[config.mk]
export PLATFORM = sky130hd
export DESIGN_NAME = seg_scan_module_flat
export DESIGN_NICKNAME = d
export VERILOG_FILES = /design/src/rtl/seg_scan_module_if.sv /design/src/rtl/seg_scan_module.sv /design/src/flat_wrapper.sv
export SDC_FILE = /design/constraint.sdc
export NUM_CORES = 1
export LEC_CHECK = 0
export CORE_UTILIZATION = 45
export CTS_CLUSTER_DIAMETER = 150
export DETAILED_ROUTE_END_ITERATION = 10
export PLACE_DENSITY = 0.76
export SYNTH_ARGS = -nofsm -noshare
export SYNTH_HDL_FRONTEND = slang
export SYNTH_SLANG_ARGS = --single-unit
[constraint.sdc]
create_clock -name clk -period 4.2 [get_ports clk]
set_clock_uncertainty 0.2 [all_clocks]
set_input_delay 0.84 -clock clk [delete_from_list [all_inputs] [get_ports clk]]
set_output_delay 0.84 -clock clk [all_outputs]
set_load 0.005 [all_outputs]
[src/rtl/seg_scan_module_if.sv]
`default_nettype none
// +------------------------------------------------------------------+
// | seg_scan_module_if                                               |
// | Application, encoder and pin signals of the 7-segment scanner.   |
// | Rev 1.0                                                          |
// +------------------------------------------------------------------+
interface seg_scan_module_if #(
  parameter int DIGITS = 6
);
  logic [4*DIGITS-1:0] i_data;
  logic                i_load;
  logic [DIGITS-1:0]   i_blank;
  logic                o_ready;
  logic [3:0]          o_nibble;
  logic [7:0]          i_seg;
  logic [7:0]          o_seg;
  logic [DIGITS-1:0]   o_dig;

  modport master (
    output i_data, i_load, i_blank, i_seg,
    input  o_ready, o_nibble, o_seg, o_dig
  );

  modport slave (
    input  i_data, i_load, i_blank, i_seg,
    output o_ready, o_nibble, o_seg, o_dig
  );
endinterface
`default_nettype wire

[src/rtl/seg_scan_module.sv]
`default_nettype none
// +------------------------------------------------------------------+
// | seg_scan_module                                                  |
// | Multiplexed common-anode 7-seg scanner sharing one hex encoder,  |
// | double-buffered display. Option macro: SEG_LZ_SUPPRESS_EN.       |
// | Rev 1.0                                                          |
// +------------------------------------------------------------------+
module seg_scan_module #(
  parameter int DIGITS   = 6,
  parameter int SCAN_DIV = 50000,
  parameter int DEAD     = 16
) (
  input  logic             clk,
  input  logic             rst,
  seg_scan_module_if.slave bus
);

  localparam int c_cnt_w = $clog2(SCAN_DIV);
  localparam int c_idx_w = $clog2(DIGITS);

  localparam logic [c_cnt_w-1:0] c_cnt_last  = c_cnt_w'(SCAN_DIV - 1);
  localparam logic [c_cnt_w-1:0] c_dead_last = c_cnt_w'(DEAD - 1);
  localparam logic [c_idx_w-1:0] c_idx_last  = c_idx_w'(DIGITS - 1);

  localparam logic [0:0] c_st_blank = 1'b0;
  localparam logic [0:0] c_st_drive = 1'b1;

  logic [c_cnt_w-1:0]    r_cnt;
  logic [c_idx_w-1:0]    r_idx;
  logic [0:0]            r_state;
  logic [0:0]            w_state_nxt;
  logic [DIGITS-1:0][3:0] r_disp;
  logic [DIGITS-1:0][3:0] r_pend;
  logic                  r_pend_vld;
  logic [3:0]            r_nibble;
  logic [7:0]            r_seg;

  logic                  w_cnt_last;
  logic                  w_frame_end;
  logic [DIGITS-1:0]     w_lz;
  logic [DIGITS-1:0]     w_blank;
  logic [DIGITS-1:0]     w_onehot;
  logic                  w_show;

  assign w_cnt_last  = (r_cnt == c_cnt_last);
  assign w_frame_end = w_cnt_last && (r_idx == c_idx_last);

`ifdef SEG_LZ_SUPPRESS_EN
  logic w_zero_run;

  // Digit 0 is never suppressed so an all-zero value still shows "0".
  always_comb begin
    w_lz       = '0;
    w_zero_run = 1'b1;
    for (int k = DIGITS - 1; k >= 1; k--) begin
      w_zero_run = w_zero_run && (r_disp[k] == 4'h0);
      w_lz[k]    = w_zero_run;
    end
  end
`else
  assign w_lz = '0;
`endif

  assign w_blank  = bus.i_blank | w_lz;
  assign w_onehot = {{(DIGITS-1){1'b0}}, 1'b1} << r_idx;
  assign w_show   = (r_state == c_st_drive) && !w_blank[r_idx];

  always_comb begin
    w_state_nxt = r_state;
    if (w_cnt_last) begin
      w_state_nxt = c_st_blank;
    end else if (r_cnt == c_dead_last) begin
      w_state_nxt = c_st_drive;
    end
  end

  always_ff @(posedge clk or posedge rst) begin
    if (rst) begin
      r_cnt   <= '0;
      r_idx   <= '0;
      r_state <= c_st_blank;
    end else begin
      r_state <= w_state_nxt;
      if (w_cnt_last) begin
        r_cnt <= '0;
        r_idx <= (r_idx == c_idx_last) ? '0 : r_idx + 1'b1;
      end else begin
        r_cnt <= r_cnt + 1'b1;
      end
    end
  end

  // Nibble is latched at slot start so the encoder settles during dead time;
  // segments follow the state being entered so they blank with the digit.
  always_ff @(posedge clk or posedge rst) begin
    if (rst) begin
      r_nibble <= 4'h0;
      r_seg    <= 8'hFF;
    end else begin
      if (r_cnt == '0) begin
        r_nibble <= r_disp[r_idx];
      end
      r_seg <= ((w_state_nxt == c_st_drive) && !w_blank[r_idx]) ? bus.i_seg : 8'hFF;
    end
  end

  // A load on the frame-end cycle refills pending after the swap, so ready stays low.
  always_ff @(posedge clk or posedge rst) begin
    if (rst) begin
      r_disp     <= '0;
      r_pend     <= '0;
      r_pend_vld <= 1'b0;
    end else begin
      if (w_frame_end && r_pend_vld) begin
        r_disp <= r_pend;
      end
      if (bus.i_load) begin
        r_pend     <= bus.i_data;
        r_pend_vld <= 1'b1;
      end else if (w_frame_end) begin
        r_pend_vld <= 1'b0;
      end
    end
  end

  assign bus.o_ready  = ~r_pend_vld;
  assign bus.o_nibble = r_nibble;
  assign bus.o_seg    = r_seg;
  assign bus.o_dig    = w_show ? ~w_onehot : '1;

endmodule
`default_nettype wire

[src/flat_wrapper.sv]
// flat-port wrapper written by rule: the top's interface ports become plain ports
module seg_scan_module_flat 
#(
  parameter int DIGITS   = 6,
  parameter int SCAN_DIV = 50000,
  parameter int DEAD     = 16
)
  (clk, rst, bus_i_data, bus_i_load, bus_i_blank, bus_i_seg, bus_o_ready, bus_o_nibble, bus_o_seg, bus_o_dig);
  seg_scan_module_if #(.DIGITS(DIGITS)) bus_i ();
  input  logic clk;
  input  logic rst;
  input wire logic [$bits(bus_i.i_data)-1:0] bus_i_data;
  input wire logic [$bits(bus_i.i_load)-1:0] bus_i_load;
  input wire logic [$bits(bus_i.i_blank)-1:0] bus_i_blank;
  input wire logic [$bits(bus_i.i_seg)-1:0] bus_i_seg;
  output wire logic [$bits(bus_i.o_ready)-1:0] bus_o_ready;
  output wire logic [$bits(bus_i.o_nibble)-1:0] bus_o_nibble;
  output wire logic [$bits(bus_i.o_seg)-1:0] bus_o_seg;
  output wire logic [$bits(bus_i.o_dig)-1:0] bus_o_dig;
  assign bus_i.i_data = bus_i_data;
  assign bus_i.i_load = bus_i_load;
  assign bus_i.i_blank = bus_i_blank;
  assign bus_i.i_seg = bus_i_seg;
  assign bus_o_ready = bus_i.o_ready;
  assign bus_o_nibble = bus_i.o_nibble;
  assign bus_o_seg = bus_i.o_seg;
  assign bus_o_dig = bus_i.o_dig;
  seg_scan_module #(.DIGITS(DIGITS), .SCAN_DIV(SCAN_DIV), .DEAD(DEAD)) u_core (.clk(clk), .rst(rst), .bus(bus_i));
endmodule
==> results of run 1 <==
-- cells by family (layout without fill, tap and decap cells) --
logic type               after synthesis  count (layout)  share of synthesized area
AND/OR/NAND/NOR                       81              81                      0.125
flip-flops                            81              81                      0.569
XOR/XNOR                              12              12                     0.0294
multiplexers                          64              64                      0.216
adder cells (fa/ha/maj)                3               3                     0.0105
AO/OA/AOI/OAI                         13              13                     0.0210
buffers and inverters                 22              89                     0.0290
-- report_power, final --
part | internal (mW) | switching (mW)
combinational | 0.0652 | 0.0360
sequential | 0.809 | 0.0128
clock | 0.294 | 0.273
total | 1.17 | 0.321
-- through the flow --
stage	power (mW)	hold slack (ns)	utilization	setup slack [ns]	area (µm²)
6_report	1.49	0.282	0.578	0.112	4470
5_1_grt	1.56	0.297	0.578	0.0443	4470
4_1_cts	1.51	0.288	0.578	0.102	4470
3_5_place_dp	0.941	0.269	0.552	0.106	4270
3_3_place_gp	0.938	0.263	0.552	0.170	4270
2_1_floorplan	0.880	0.252	-	1.09	3580
-- cell usage in the layout, fill, tap and decap left out, types with 5 or more instances in the layout --
cell                               n
sky130_fd_sc_hd__nand2_1          19
sky130_fd_sc_hd__nor2_1           19
sky130_fd_sc_hd__inv_1             6
sky130_fd_sc_hd__mux4_2            5
sky130_fd_sc_hd__mux2_2           35
sky130_fd_sc_hd__o21ai_0           7
sky130_fd_sc_hd__nand3_1           7
sky130_fd_sc_hd__clkdlybuf4s50_1  59
sky130_fd_sc_hd__mux2_1           20
sky130_fd_sc_hd__xnor2_1           8
sky130_fd_sc_hd__nand4_1           8
sky130_fd_sc_hd__dfstp_2           8
sky130_fd_sc_hd__dfrtp_1          73
sky130_fd_sc_hd__clkbuf_8         10
sky130_fd_sc_hd__buf_4             6
-- cell type report --
class,instances,share of cell area
clock buffers,12,0.0325
clock inverters,4,0.0120
inverters,8,0.00672
multi-input cells,173,0.322
flip-flops and latches,81,0.456
well taps,102,0.0286
repair buffers,65,0.142
-- sequential cells by signal, summed over array words and instances (netlist names) --
| register | count |
|---|---|
| u_core.r_pend_vld | 1 |
| u_core.r_disp | 24 |
| u_core.r_cnt | 16 |
| u_core.r_state | 1 |
| u_core.bus.o_nibble | 4 |
| u_core.r_idx | 3 |
| u_core.bus.o_seg | 8 |
| u_core.r_pend | 24 |
-- metal layers --
metal	track usage	part of all wire
met3	0.0419	0.046
met5	0	0
met1	0.215	0.44
met2	0.294	0.49
met4	0.0754	0.019
-- path summary, 6_finish.rpt --
path	cells past startpoint	slack, ns	start	end
max in group asynchronous	3	2.29	rst	u_core.r_pend[23]
max	6	0.11	bus_i_blank[3]	bus_o_dig[1]
min reg2reg	1	0.28	u_core.r_disp[10]	u_core.r_disp[10]
min in group asynchronous	2	0.72	rst	u_core.r_pend[0]
max reg2reg	5	1.65	u_core.r_cnt[11]	u_core.r_disp[23]
min	1	0.28	u_core.r_disp[10]	u_core.r_disp[10]
==> results.py, run 1 <==
metrics = {
    "status": {
        "outcome": "completed",
    },
    "critical_path": {
        "critical_path.endpoint_type": "primary output",
        "timing.critical_path.max_delay_family": "buffers and inverters",
        "critical_path_cell_list": "clkdlybuf4s50_1 > mux4_2 > a22oi_1 > nand2_1 > or4b_1 > clkdlybuf4s50_1",
        "critPathRequiredTime_ns": 3.16,
        "crit_path_max_fanout": 3,
        "crit_arrival_ns": 3.05,
        "timing.critical_path.buf_inv": 2,
        "slowest_delay_ns": 0.52,
        "worstSetupStartpointType": "input port",
        "crit_path_top_cell_by_count": "sky130_fd_sc_hd__clkdlybuf4s50_1",
        "critPathSlowestCell": "sky130_fd_sc_hd__mux4_2",
        "worstSetupPathType": "input port to primary output",
    },
    "synthesis": {
        "synth_warnings": 0,
        "ys_top_cells_by_count": "sky130_fd_sc_hd__dfrtp_1 (73), sky130_fd_sc_hd__mux2_2 (35), sky130_fd_sc_hd__mux2_1 (20)",
        "yosysTopAreaCellShare": 0.510,
        "ys_top_cells_by_area": "sky130_fd_sc_hd__dfrtp_1 (51%), sky130_fd_sc_hd__mux2_2 (11%), sky130_fd_sc_hd__mux2_1 (6.3%), sky130_fd_sc_hd__dfstp_2 (5.9%), sky130_fd_sc_hd__mux4_2 (3.1%)",
        "largest_area_contributor_in_the_synthesized_netlist": "sky130_fd_sc_hd__dfrtp_1",
        "synth.distinct_cells": 43,
        "synth.most_common_cell": "sky130_fd_sc_hd__dfrtp_1",
        "ys_seq_area_frac": 0.569,
        "synth.cell_area_mm2": 0.00358,
        "postSynthRegisterBits": 81,
        "postSynth.asyncResetShare": 1.00,
        "dominantRegCellSynth": "sky130_fd_sc_hd__dfrtp_1",
        "post_synth_inst_count": 276,
        "postSynthAreaPerCell_um2": 13.0,
        "synth_enable_flop_cells": 0,
        "net_count_synth": 320,
    },
    "flow_run": {
        "cap_viol_max_count": 0,
    },
    "power": {
        "max-vdd-ir-drop_mv": 0.183,
        "power.leakage_nw": 1.96,
        "power_density_mw_per_mm2": 333,
    },
    "timing": {
        "final_hold_viol_count": 0,
        "timing.final.max_slew_violations": 0,
        "tns_ns": 0,
        "relSlewSlack": 0.240,
        "worst_pin_slew_ns": 1.14,
        "grt_setup_unrepaired": "false",
        "maxClockFrequency_mhz": 245,
        "setup_viol_count_final": 0,
        "period_share": 0.973,
        "fin_crit_ns": 4.09,
    },
    "finish": {
        "seq_area_mm2": 0.00204,
        "final-instance-count-excl-fill": 445,
        "insertedDiodeCount": 0,
        "layout.filler_cells": 628,
        "flow.area_growth_from_synthesis_pct": 24.8,
        "final_nets": 382,
        "post_route_cells_drive_above_1_share": 0.216,
        "multi_input_area_mm2": 0.00144,
    },
    "drt": {
        "ant_nets": 0,
        "routedWlPerCell_um": 14.9,
        "routed_via_density": 5.23,
        "drt_first_iter_violations": 103,
        "dr_total_vias": 2327,
        "final_routed_wirelength_mm": 6.65,
        "detail_route.drc_violations": 0,
        "drt_first_pass_iters": 4,
    },
    "die": {
        "initial_utilization": 0.463,
        "placementRows": 32,
        "die-height_um": 91.2,
        "floorplan.io_pins": 60,
        "fp.coreArea_mm2": 0.00773,
        "floorplan.die_area_mm2": 0.00831,
        "floorplan.die.width_um": 91.2,
    },
    "clock_tree": {
        "cts-resized-gates": 0,
        "clk_pin_slew_ns": 0.08,
        "post_cts_setup_inserts": 0,
        "ctsRootBufferMaster": "sky130_fd_sc_hd__clkbuf_8",
        "cts_buffers": 9,
        "cts_h_tree_depth": 3,
        "clock-sinks": 81,
        "clockBufferDepth": 2,
        "worstSkewPairLatency_ns": 0.34,
        "tritoncts": "built",
        "post_cts_hold_buffer_count": 0,
    },
    "global_routing": {
        "grt.total_usage": 0.175,
        "maximum_number_of_pins_on_one_net_before_global_route_repair": 34,
        "antenna_found_initial": 0,
        "number_of_global_route_vias_before_repair": 2419,
        "gr-total-overflow": 0,
        "wire_length_of_the_first_global_routing_pass_mm": 11.3,
    },
    "placement": {
        "dp.cells": 429,
        "detailedPlacementHpwl_mm": 4.73,
        "io_buffer_count": 59,
        "final_weighted_congestion_in_routability_driven_placement": 0.748,
    },
    "hold_path": {
        "path_type_of_the_worst_min_delay_path": "flop to flop",
    },
}
(Power assumes the default switching activity.)
==> inputs of run 2 (changes only) <==
CORE_UTILIZATION = 50   (was 45)
PLACE_DENSITY = 0.83   (was 0.76)
TNS_END_PERCENT = 5   (was default)
==> results.py, run 2 (synthesized netlist as in run 1, its figures left out) <==
metrics = {
    "timing": {
        "period_share": 0.968,
        "worst_pin_slew_ns": 1.09,
        "tns_ns": 0,
        "hold-worst-slack_ns": 0.285,
        "maxClockFrequency_mhz": 246,
        "fin_crit_ns": 4.06,
        "grt_setup_unrepaired": "false",
        "timing.final.max_slew_violations": 0,
        "setup_slack_ns": 0.136,
        "final_hold_viol_count": 0,
        "setup_viol_count_final": 0,
        "relSlewSlack": 0.274,
    },
    "clock_tree": {
        "clockBufferDepth": 2,
        "clk_pin_slew_ns": 0.07,
        "ctsRootBufferMaster": "sky130_fd_sc_hd__clkbuf_8",
        "cts_h_tree_depth": 3,
        "cts-resized-gates": 0,
        "clock-sinks": 81,
        "tritoncts": "built",
        "cts_buffers": 9,
        "post_cts_setup_inserts": 0,
        "post_cts_hold_buffer_count": 0,
        "worstSkewPairLatency_ns": 0.35,
    },
    "die": {
        "floorplan.io_pins": 60,
        "floorplan.die.width_um": 86.6,
        "placementRows": 30,
        "floorplan.die_area_mm2": 0.00750,
        "initial_utilization": 0.521,
        "die-height_um": 86.6,
        "fp.coreArea_mm2": 0.00687,
    },
    "critical_path": {
        "critPathSlowestCell": "sky130_fd_sc_hd__mux4_2",
        "crit_path_max_fanout": 3,
        "timing.critical_path.max_delay_family": "buffers and inverters",
        "crit_arrival_ns": 3.02,
        "timing.reg2reg.worst_path_depth": 5,
        "timing.critical_path.buf_inv": 2,
        "r2r-end": "u_core.r_disp[23]",
        "worstSetupStartpointType": "input port",
        "crit-reg2reg-launch": "u_core.r_cnt[11]",
        "critical_path.endpoint_type": "primary output",
        "ff2ff_setup_slack_ns": 1.68,
        "crit_path_top_cell_by_count": "sky130_fd_sc_hd__clkdlybuf4s50_1",
        "critical_path_cell_list": "clkdlybuf4s50_1 > mux4_2 > a22oi_1 > nand2_1 > or4b_1 > clkdlybuf4s50_1",
        "worstSetupPathType": "input port to primary output",
        "critPathRequiredTime_ns": 3.16,
        "slowest_delay_ns": 0.52,
    },
    "global_routing": {
        "maximum_number_of_pins_on_one_net_before_global_route_repair": 82,
        "grt.total_usage": 0.195,
        "gr-total-overflow": 0,
        "number_of_global_route_vias_before_repair": 2438,
        "antenna_found_initial": 0,
        "wire_length_of_the_first_global_routing_pass_mm": 11.1,
    },
    "hold_path": {
        "hold_path.startpoint": "u_core.r_disp[12]",
        "path_type_of_the_worst_min_delay_path": "flop to flop",
        "hold_depth": 1,
        "whs_endpoint": "u_core.r_disp[12]",
    },
    "placement": {
        "detailedPlacementHpwl_mm": 4.44,
        "final_weighted_congestion_in_routability_driven_placement": 0.853,
        "pre_cts_slack_ns": 0.129,
        "placedInstanceArea_mm2": 0.00427,
        "dp.cells": 422,
        "io_buffer_count": 59,
    },
    "power": {
        "power_density_mw_per_mm2": 334,
        "max-vdd-ir-drop_mv": 0.307,
        "power.leakage_nw": 1.96,
        "report.power.total_mw": 1.49,
    },
    "drt": {
        "routed.top_layer": "met4",
        "drt_first_pass_iters": 4,
        "detail_route.drc_violations": 0,
        "dr_total_vias": 2332,
        "final_routed_wirelength_mm": 6.41,
        "routed_via_density": 5.32,
        "routedWlPerCell_um": 14.6,
        "drt_first_iter_violations": 114,
        "met1Wirelength_mm": 2.88,
        "detailroute.wirelength.met3_um": 358,
        "ant_nets": 0,
        "met2_wirelength_mm": 3.08,
    },
    "status": {
        "outcome": "completed",
    },
    "finish": {
        "final_nets": 381,
        "flow.area_growth_from_synthesis_pct": 24.9,
        "multi_input_area_mm2": 0.00144,
        "layout_top_registers": "u_core.r_disp: 24 flops, u_core.r_pend: 24 flops, u_core.r_cnt: 16 flops",
        "insertedDiodeCount": 0,
        "final_util": 0.651,
        "seq_area_mm2": 0.00204,
        "commonest_non_fill_non_tap_cell_in_the_layout": "sky130_fd_sc_hd__dfrtp_1",
        "layout.filler_cells": 523,
        "post_route_cells_drive_above_1_share": 0.216,
        "final-instance-count-excl-fill": 438,
        "mostFrequentLayoutCells": "sky130_fd_sc_hd__dfrtp_1 (73), sky130_fd_sc_hd__clkdlybuf4s50_1 (59), sky130_fd_sc_hd__mux2_2 (35)",
        "fin_area_mm2": 0.00447,
    },
    "flow_run": {
        "cap_viol_max_count": 0,
    },
}
-- run 2: power by group --
group / switching [mW] / internal [mW]
logic: 0.0360 / 0.0659
registers: 0.0122 / 0.809
clock network: 0.280 / 0.292
-- run 2: metal layers --
| layer | up-vias | track usage |
|---|---|---|
| li1 | 1093 | - |
| met4 | 0 | 0.0667 |
| met2 | 69 | 0.322 |
| met3 | 10 | 0.0533 |
| met1 | 1160 | 0.251 |
| met5 | - | 0 |
-- run 2: worst max-delay path by stage --
stage	start	to	slack (ns)	cells past startpoint
floorplan	rst	u_core.bus.o_nibble[0]	1.09	1
global placement	bus_i_blank[3]	bus_o_dig[1]	0.17	6
detailed placement	bus_i_blank[3]	bus_o_dig[1]	0.13	6
CTS	bus_i_blank[3]	bus_o_dig[1]	0.12	6
global route	bus_i_blank[3]	bus_o_dig[1]	0.04	6
finish	bus_i_blank[3]	bus_o_dig[1]	0.14	6
-- run 2: area by class of cell --
class	count	share of cell area
sequential	81	0.456
timing repair buffer	64	0.143
tap	96	0.0269
multi-input combinational	173	0.322
inverter	8	0.00672
clock buffer	10	0.0308
clock inverter	6	0.0148
-- run 2: worst register-to-register path, delay by kind of cell (launching register included) --
family	cells	cell delay, ns
and+or+nand+nor	3	1.09
DFF	1	0.42
muxes	1	0.39
buffers and inverters	1	0.30
==> inputs of run 3 (changes only) <==
REMOVE_ABC_BUFFERS = 1   (was default)
==> results.py, run 3 (synthesized netlist as in run 1, its figures left out) <==
metrics = {
    "clock_tree": {
        "tritoncts": "built",
        "cts_buffers": 9,
        "post_cts_hold_buffer_count": 0,
        "clock-sinks": 81,
        "clk_pin_slew_ns": 0.08,
        "cts_h_tree_depth": 3,
        "worstSkewPairLatency_ns": 0.35,
        "ctsRootBufferMaster": "sky130_fd_sc_hd__clkbuf_8",
        "clockBufferDepth": 2,
    },
    "die": {
        "floorplan.die.width_um": 86.6,
        "floorplan.io_pins": 60,
        "fp.coreArea_mm2": 0.00687,
        "initial_utilization": 0.521,
        "placementRows": 30,
        "floorplan.die_area_mm2": 0.00750,
        "die-height_um": 86.6,
    },
    "power": {
        "power.switching_fraction": 0.219,
        "total_net_switching_power_mw": 0.322,
        "seq_power_share": 0.558,
        "max-vdd-ir-drop_mv": 0.317,
        "clock_power_share": 0.373,
        "internal_power_mw": 1.15,
        "comb_power_share": 0.069,
        "report.power.total_mw": 1.47,
        "power_density_mw_per_mm2": 331,
        "power.leakage_nw": 1.95,
    },
    "timing": {
        "maxClockFrequency_mhz": 251,
        "timing.final.max_slew_violations": 0,
        "period_share": 0.949,
        "setup_viol_count_final": 0,
        "fin_crit_ns": 3.98,
        "relSlewSlack": 0.266,
        "tns_ns": 0,
        "worst_pin_slew_ns": 1.10,
        "grt_setup_unrepaired": "false",
        "final_hold_viol_count": 0,
    },
    "global_routing": {
        "grt_util_met2": 0.326,
        "wire_length_of_the_first_global_routing_pass_mm": 10.9,
        "top_usage_layer": "met2",
        "gr-total-overflow": 0,
        "number_of_global_route_vias_before_repair": 2388,
        "maximum_number_of_pins_on_one_net_before_global_route_repair": 82,
        "grt.total_usage": 0.195,
        "antenna_found_initial": 0,
        "met3_usage": 0.0724,
        "gr-usage-met1": 0.234,
    },
    "drt": {
        "ant_nets": 0,
        "dr_total_vias": 2334,
        "final_routed_wirelength_mm": 6.29,
        "routed_via_density": 5.34,
        "routedWlPerCell_um": 14.4,
        "detail_route.drc_violations": 0,
        "drt_first_pass_iters": 4,
        "drt_first_iter_violations": 62,
    },
    "finish": {
        "final_util": 0.649,
        "layout_top_registers": "u_core.r_disp: 24 flops, u_core.r_pend: 24 flops, u_core.r_cnt: 16 flops",
        "final_nets": 380,
        "insertedDiodeCount": 0,
        "commonest_non_fill_non_tap_cell_in_the_layout": "sky130_fd_sc_hd__dfrtp_1",
        "flow.area_growth_from_synthesis_pct": 24.6,
        "mostFrequentLayoutCells": "sky130_fd_sc_hd__dfrtp_1 (73), sky130_fd_sc_hd__clkdlybuf4s50_1 (59), sky130_fd_sc_hd__mux2_2 (35)",
        "final-instance-count-excl-fill": 437,
        "fin_area_mm2": 0.00446,
        "post_route_cells_drive_above_1_share": 0.217,
    },
    "hold_path": {
        "path_type_of_the_worst_min_delay_path": "flop to flop",
        "hold_depth": 1,
        "hold_path.startpoint": "u_core.r_disp[12]",
        "whs_endpoint": "u_core.r_disp[12]",
    },
    "status": {
        "outcome": "completed",
    },
    "critical_path": {
        "critical_path.endpoint_type": "primary output",
        "ff2ff_setup_slack_ns": 1.51,
        "critPathRequiredTime_ns": 3.16,
        "timing.reg2reg.worst_path_depth": 6,
        "worstSetupPathType": "input port to primary output",
        "crit_path_max_fanout": 3,
        "r2r-end": "u_core.r_disp[23]",
        "crit-reg2reg-launch": "u_core.r_cnt[11]",
        "worstSetupStartpointType": "input port",
        "crit_arrival_ns": 2.94,
    },
    "placement": {
        "dp.cells": 421,
        "final_weighted_congestion_in_routability_driven_placement": 0.794,
        "io_buffer_count": 59,
        "placedInstanceArea_mm2": 0.00426,
        "detailedPlacementHpwl_mm": 4.50,
    },
    "flow_run": {
        "cap_viol_max_count": 0,
    },
}
run 3: changes by cell type in the layout (fill, tap and decap cells not counted), sizes merged:
| cell | before | now |
|---|---|---|
| buf | 5 | 4 |
run 3: worst max-delay path by stage:
stage / from / slack [ns] / to
after global placement: bus_i_blank[3] / 0.14 / bus_o_dig[1]
after floorplan: rst / 1.09 / u_core.bus.o_nibble[0]
after CTS: bus_i_blank[3] / 0.12 / bus_o_dig[1]
after detailed placement: bus_i_blank[3] / 0.12 / bus_o_dig[1]
final: bus_i_blank[3] / 0.22 / bus_o_dig[1]
after global routing: bus_i_blank[2] / 0.08 / bus_o_dig[1]
run 3: stage by stage:
| stage | worst slack, ns | hold slack (ns) |
|---|---|---|
| after detailed placement | 0.115 | 0.270 |
| after CTS | 0.115 | 0.289 |
| after global placement | 0.139 | 0.264 |
| final | 0.216 | 0.286 |
| after floorplan | 1.09 | 0.252 |
| after global routing | 0.0831 | 0.302 |
run 3: per-layer routing:
metal / part of all wire / vias to the layer above
met1: 0.43 / 1170
met2: 0.51 / 65
met4: 0.012 / 0
met5: 0 / -
met3: 0.046 / 8
li1: - / 1091
run 3: power by group through the flow:
stage	Sequential, mW	Combinational [mW]	Clock [mW]
after floorplan	0.833	0.0430	0
after global placement	0.836	0.101	0
after detailed placement	0.838	0.104	0
after CTS	0.823	0.104	0.564
after global routing	0.825	0.114	0.602
final	0.823	0.102	0.550
run 3: worst max-delay path, stage by stage:
cell and delay, ns:
sky130_fd_sc_hd__clkdlybuf4s50_1 0.39, sky130_fd_sc_hd__mux4_2 0.49, sky130_fd_sc_hd__a22oi_2 0.21, sky130_fd_sc_hd__nand2_1 0.10, sky130_fd_sc_hd__or4b_1 0.46, sky130_fd_sc_hd__clkdlybuf4s50_1 0.45
run 3: layout make-up:
type	count	area [µm²]
clock buffer	10	128
clock inverter	6	67.6
fill	530	2410
inverter	8	30.0
multi-input combinational	173	1440
sequential	81	2040
tap	96	120
timing repair buffer	63	633
run 3: what timing repair did:
action | in CTS | in global routing
resized for setup | 0 | 1
buffers inserted | 0 | 0
endpoints found under the setup margin | 0 | 2
hold endpoints to repair | 0 | 0
